`src/rtl/ctrl_pkg.sv`:
```
// Shared constants for the bus computer control unit:
// control-bit positions, opcodes and fetch words.
package ctrl_pkg;

  localparam int CTRL_W = 16;

  localparam int B_HLT = 15;
  localparam int B_MI  = 14;
  localparam int B_RI  = 13;
  localparam int B_RO  = 12;
  localparam int B_IO  = 11;
  localparam int B_II  = 10;
  localparam int B_AI  = 9;
  localparam int B_AO  = 8;
  localparam int B_EO  = 7;
  localparam int B_SU  = 6;
  localparam int B_BI  = 5;
  localparam int B_OI  = 4;
  localparam int B_CE  = 3;
  localparam int B_CO  = 2;
  localparam int B_J   = 1;
  localparam int B_FI  = 0;

  localparam logic [3:0] OP_NOP = 4'h0;
  localparam logic [3:0] OP_LDA = 4'h1;
  localparam logic [3:0] OP_ADD = 4'h2;
  localparam logic [3:0] OP_SUB = 4'h3;
  localparam logic [3:0] OP_STA = 4'h4;
  localparam logic [3:0] OP_LDI = 4'h5;
  localparam logic [3:0] OP_JMP = 4'h6;
  localparam logic [3:0] OP_JC  = 4'h7;
  localparam logic [3:0] OP_JZ  = 4'h8;
  localparam logic [3:0] OP_OUT = 4'hE;
  localparam logic [3:0] OP_HLT = 4'hF;

  function automatic logic [CTRL_W-1:0] cbit(input int idx);
    logic [CTRL_W-1:0] w;
    w = '0;
    w[idx] = 1'b1;
    return w;
  endfunction

  localparam logic [CTRL_W-1:0] FETCH_T0 = cbit(B_CO) | cbit(B_MI);
  localparam logic [CTRL_W-1:0] FETCH_T1 =
    cbit(B_RO) | cbit(B_II) | cbit(B_CE);

endpackage

```
`src/rtl/microcode_rom.sv`:
```
// Combinational microcode table: (opcode, step, flags) -> control word.
// Steps with no work return zero, which the sequencer uses as end-of-instruction.
module microcode_rom
  import ctrl_pkg::*;
#(
  parameter int STEP_W = 3
) (
  input  logic [3:0]        opcode,
  input  logic [STEP_W-1:0] step,
  input  logic              carry_flag,
  input  logic              zero_flag,
  output logic [CTRL_W-1:0] word
);

  // Decode the control word for one microstep
  always_comb begin
    word = '0;
    case (32'(step))
      0: word = FETCH_T0;
      1: word = FETCH_T1;
      2: begin
        case (opcode)
          OP_LDA, OP_ADD, OP_SUB, OP_STA:
            word = cbit(B_IO) | cbit(B_MI);
          OP_LDI: word = cbit(B_IO) | cbit(B_AI);
          OP_JMP: word = cbit(B_IO) | cbit(B_J);
          OP_JC:
            if (carry_flag) word = cbit(B_IO) | cbit(B_J);
          OP_JZ:
            if (zero_flag) word = cbit(B_IO) | cbit(B_J);
          OP_OUT: word = cbit(B_AO) | cbit(B_OI);
          OP_HLT: word = cbit(B_HLT);
          default: word = '0;
        endcase
      end
      3: begin
        case (opcode)
          OP_LDA: word = cbit(B_RO) | cbit(B_AI);
          OP_ADD, OP_SUB:
            word = cbit(B_RO) | cbit(B_BI);
          OP_STA: word = cbit(B_AO) | cbit(B_RI);
          default: word = '0;
        endcase
      end
      4: begin
        case (opcode)
          OP_ADD:
            word = cbit(B_EO) | cbit(B_AI) | cbit(B_FI);
          OP_SUB:
            word = cbit(B_EO) | cbit(B_AI)
                 | cbit(B_SU) | cbit(B_FI);
          default: word = '0;
        endcase
      end
      default: word = '0;
    endcase
  end

endmodule

```
`src/rtl/control_sequencer.sv`:
```
// Microstep sequencer: steps fetch/execute, ends instructions early on an
// empty next word, and freezes on HLT until reset.
module control_sequencer
  import ctrl_pkg::*;
#(
  parameter int MAX_STEPS = 5,
  parameter int STEP_W    = 3
) (
  input  logic              clk,
  input  logic              rst,
  input  logic [3:0]        opcode,
  input  logic              carry_flag,
  input  logic              zero_flag,
  output logic [15:0]       ctrl,
  output logic [STEP_W-1:0] step,
  output logic              halted
);

  logic [CTRL_W-1:0] cur_word;
  logic [CTRL_W-1:0] nxt_word;
  logic [STEP_W-1:0] step_inc;
  logic              last_step;
  logic              early_end;

  assign step_inc = step + STEP_W'(1);

  microcode_rom #(.STEP_W(STEP_W)) u_cur (
    .opcode     (opcode),
    .step       (step),
    .carry_flag (carry_flag),
    .zero_flag  (zero_flag),
    .word       (cur_word)
  );

  // Lookahead: an empty next word lets the instruction end now
  microcode_rom #(.STEP_W(STEP_W)) u_nxt (
    .opcode     (opcode),
    .step       (step_inc),
    .carry_flag (carry_flag),
    .zero_flag  (zero_flag),
    .word       (nxt_word)
  );

  assign last_step = (step == STEP_W'(MAX_STEPS - 1));
  assign early_end = (step >= STEP_W'(2)) && (nxt_word == '0);

  // Advance the microstep, latch halt, hold everything once halted
  always_ff @(posedge clk) begin
    if (rst) begin
      step   <= '0;
      halted <= 1'b0;
    end else if (!halted) begin
      if (cur_word[B_HLT]) begin
        halted <= 1'b1;
      end else if (last_step || early_end) begin
        step <= '0;
      end else begin
        step <= step_inc;
      end
    end
  end

  // Once halted only the HLT strobe stays asserted
  assign ctrl = halted ? cbit(B_HLT) : cur_word;

endmodule

```
`config.mk`:
```
export PLATFORM = sky130hd
export DESIGN_NAME = control_sequencer
export DESIGN_NICKNAME = d
export VERILOG_FILES = /design/src/rtl/ctrl_pkg.sv /design/src/rtl/microcode_rom.sv /design/src/rtl/control_sequencer.sv
export SDC_FILE = /design/constraint.sdc
export NUM_CORES = 1
export LEC_CHECK = 0
export BUFFER_PORTS_ARGS = -buffer_cell sky130_fd_sc_hd__buf_2
export CAP_MARGIN = 20
export CORE_MARGIN = 8
export CORE_UTILIZATION = 52
export CTS_CLUSTER_DIAMETER = 80
export DETAILED_ROUTE_END_ITERATION = 7
export GPL_ROUTABILITY_DRIVEN = 0
export PLACE_DENSITY = 0.84
export SLEW_MARGIN = 25
export SYNTH_ARGS = -nofsm -noshare
export SYNTH_HDL_FRONTEND = slang
export SYNTH_SLANG_ARGS = --single-unit
```
`constraint.sdc`:
```
create_clock -name clk -period 2.85 [get_ports clk]
set_clock_uncertainty 0.05 [all_clocks]
set_input_delay 0.285 -clock clk [delete_from_list [all_inputs] [get_ports clk]]
set_output_delay 0.285 -clock clk [all_outputs]
set_load 0.01 [all_outputs]
```
==> flow_metrics.py <==
metrics = {
    "cts": {
        "cts_resized": 0,
        "numCtsBuffers": 3,
        "cts_max_path_buffers": 2,
        "clock-root-buffer": "clkbuf_4",
        "cts.clk_slew.worst_paths_ns": 0.04,
        "cts_setup_buffers": 0,
        "insertion_delay_ns": 0.25,
        "clkSinkCount": 4,
        "htree_levels": 1,
        "cts_tree": "done",
        "holdBufCountCts": 0,
    },
    "cells_and_area": {
        "drive_gt1_share_pct": 27.9,
        "finalInstanceArea_sq_um": 878,
        "n_antenna_cell": 0,
        "syn_to_final_growth_pct": 16.2,
        "nets": 146,
    },
    "critical_path": {
        "critical_path_class": "flop to output pin",
        "cp_top_family": "simple AND/OR/NAND/NOR gates",
        "worstSetupEndpointType": "output pin",
        "crit_path_max_incr_delay_ns": 0.44,
        "arrival_ns": 2.03,
        "worstPathMaxFanout": 7,
        "cp_slowest_cell": "dfxtp_1",
        "worst-path-buf-inv": 1,
        "worstPathCellList": "ha_1 > ha_1 > nor2b_1 > a31oi_1 > or4_1 > a21oi_1 > buf_2",
        "startpoint_type": "flop",
        "crit_required_ns": 2.52,
        "crit_top_cell": "ha_1",
    },
    "logic_synthesis": {
        "yosysMostFrequentCell": "nor2_1",
        "yosysSeqAreaShare_pct": 10.6,
        "synth_edf_count": 0,
        "synth-seq-cells": 4,
        "synth_cells": 108,
        "yosys-top-cells-count": "nor2_1, a21oi_1, nand2_1, ha_1, inv_1",
        "yosys_warnings": 0,
        "ys_types": 40,
        "netlist.area_leader.share_pct": 11.6,
        "avgSynthCellArea_sq_um": 7.00,
        "synth_area_leader_cell": "ha_1",
        "synth_area_leaders": "ha_1, dfxtp_1, nor2_1",
        "syn_area_sq_um": 756,
        "syn_nets": 123,
        "synth-main-ff-cell": "dfxtp_1",
        "async_flop_share_pct": 0,
    },
    "drt": {
        "drc": 0,
        "via_per_inst": 6.29,
        "drt_pass1_iterations": 4,
        "dr.max_layer_used": "met4",
        "drt-initial-drc-count": 22,
        "wl_per_cell_um": 14.9,
        "vias": 906,
        "drt-total-wl_um": 2150,
        "ant_nets": 0,
        "drt-met1-wl_um": 912,
        "met2_length_um": 996,
        "wl_met3_um": 221,
    },
    "grt": {
        "antenna_found_initial": 0,
        "groute.usage.overall_pct": 15.4,
        "grt_pass1_wl_um": 3440,
        "grt_max_degree": 19,
        "globalRoute.totalOverflow": 0,
        "grt_pass1_vias": 756,
    },
    "die": {
        "die_x_um": 54.1,
        "start_util_pct": 56.7,
        "dieArea_sq_um": 2930,
        "coreArea_sq_um": 1330,
        "die_h_um": 54.1,
        "rows": 13,
        "io_pins": 28,
    },
    "timing": {
        "relSlewSlack_pct": 65.7,
        "period_minus_slack_ns": 2.37,
        "setup_viol": 0,
        "hold_viol": 0,
        "final_max_slew_viol_count": 0,
        "max_freq_ghz": 0.423,
        "setup_tns_ns": 0,
        "fin_crit_sh_pct": 83.0,
        "worstMarginPinSlew_ns": 0.506,
        "rsz0062_at_grt": "false",
        "hold_slack_ns": 0.237,
    },
    "hold_path": {
        "min_path_type": "input pin to flop",
    },
    "outcome": {
        "status": "finished, final reports clean",
    },
    "power_and_ir_drop": {
        "leakagePower_nw": 0.455,
        "ir_drop_uv": 427,
        "powerDensity_nw_per_um2": 679,
    },
    "placed_design": {
        "place_area_sq_um": 856,
        "io_buffers": 27,
        "hpwl_um": 1590,
    },
    "flow_run": {
        "drv_cap": 0,
    },
}
[power by group]
group	leakage [nW]	switching, mW	internal [mW]
Clock	0.0138	0.0261	0.0473
Combinational	0.408	0.237	0.178
Sequential	0.0329	0.0339	0.0733
[routing by layer]
metal | global-route usage (%) | up-vias
li1 | - | 435
met1 | 20.3 | 430
met2 | 22.5 | 38
met3 | 4.96 | 3
met4 | 6.15 | 0
met5 | 0 | -
[flip-flops by register name (all words and copies together) (netlist names)]
| signal | cells |
|---|---|
| halted | 1 |
| step | 3 |
[layout make-up]
class	instances	area [sq um]
Clock buffer	3	22.5
Fill cell	121	455
Tap cell	15	18.8
Timing Repair Buffer	27	135
Inverter	8	30.0
Sequential cell	4	80.1
Multi-Input combinational cell	87	592
[worst paths after layout]
check / start / endpoint / slack, ns / cells after the start
setup / recovery: step[0]$_SDFFE_PP0P_ / ctrl[9] / 0.48 / 7
hold reg to reg: step[0]$_SDFFE_PP0P_ / step[0]$_SDFFE_PP0P_ / 0.57 / 2
hold / removal: rst / halted$_SDFF_PP0_ / 0.24 / 2
setup reg to reg: step[0]$_SDFFE_PP0P_ / step[0]$_SDFFE_PP0P_ / 0.88 / 6
[cell families after synthesis]
family          Yosys count  share of synthesized area (%)
compound gates           30                           28.1
flops                     4                           10.6
simple gates             50                           38.6
buf+inv                  17                           11.1
fa+ha+maj                 7                           11.6
[cell usage in the layout, fill, tap and decap left out, types with 2 or more instances in the layout]
cell and count:
ha_1 7, a211oi_2 2, inv_1 6, nor4_1 4, nor3_1 4, o21a_1 2
and3_1 2, nor2b_1 4, a21oi_1 8, nand2_1 8, and4b_1 2, a21o_1 3
nor2_1 11, and2_1 4, inv_2 2, o21ai_0 5, buf_2 27, a31oi_1 2
dfxtp_1 4, clkbuf_4 3
[stage by stage]
stage	power, mW	instances	util [%]	setup WS, ns
floorplan	0.399	108	-	0.876
global placement	0.506	141	64.2	0.862
detailed placement	0.518	141	64.2	0.758
CTS	0.595	144	65.9	0.492
global route	0.643	144	65.9	0.363
finish	0.596	144	65.9	0.484
No activity file was read; power rests on OpenSTA's default activity.
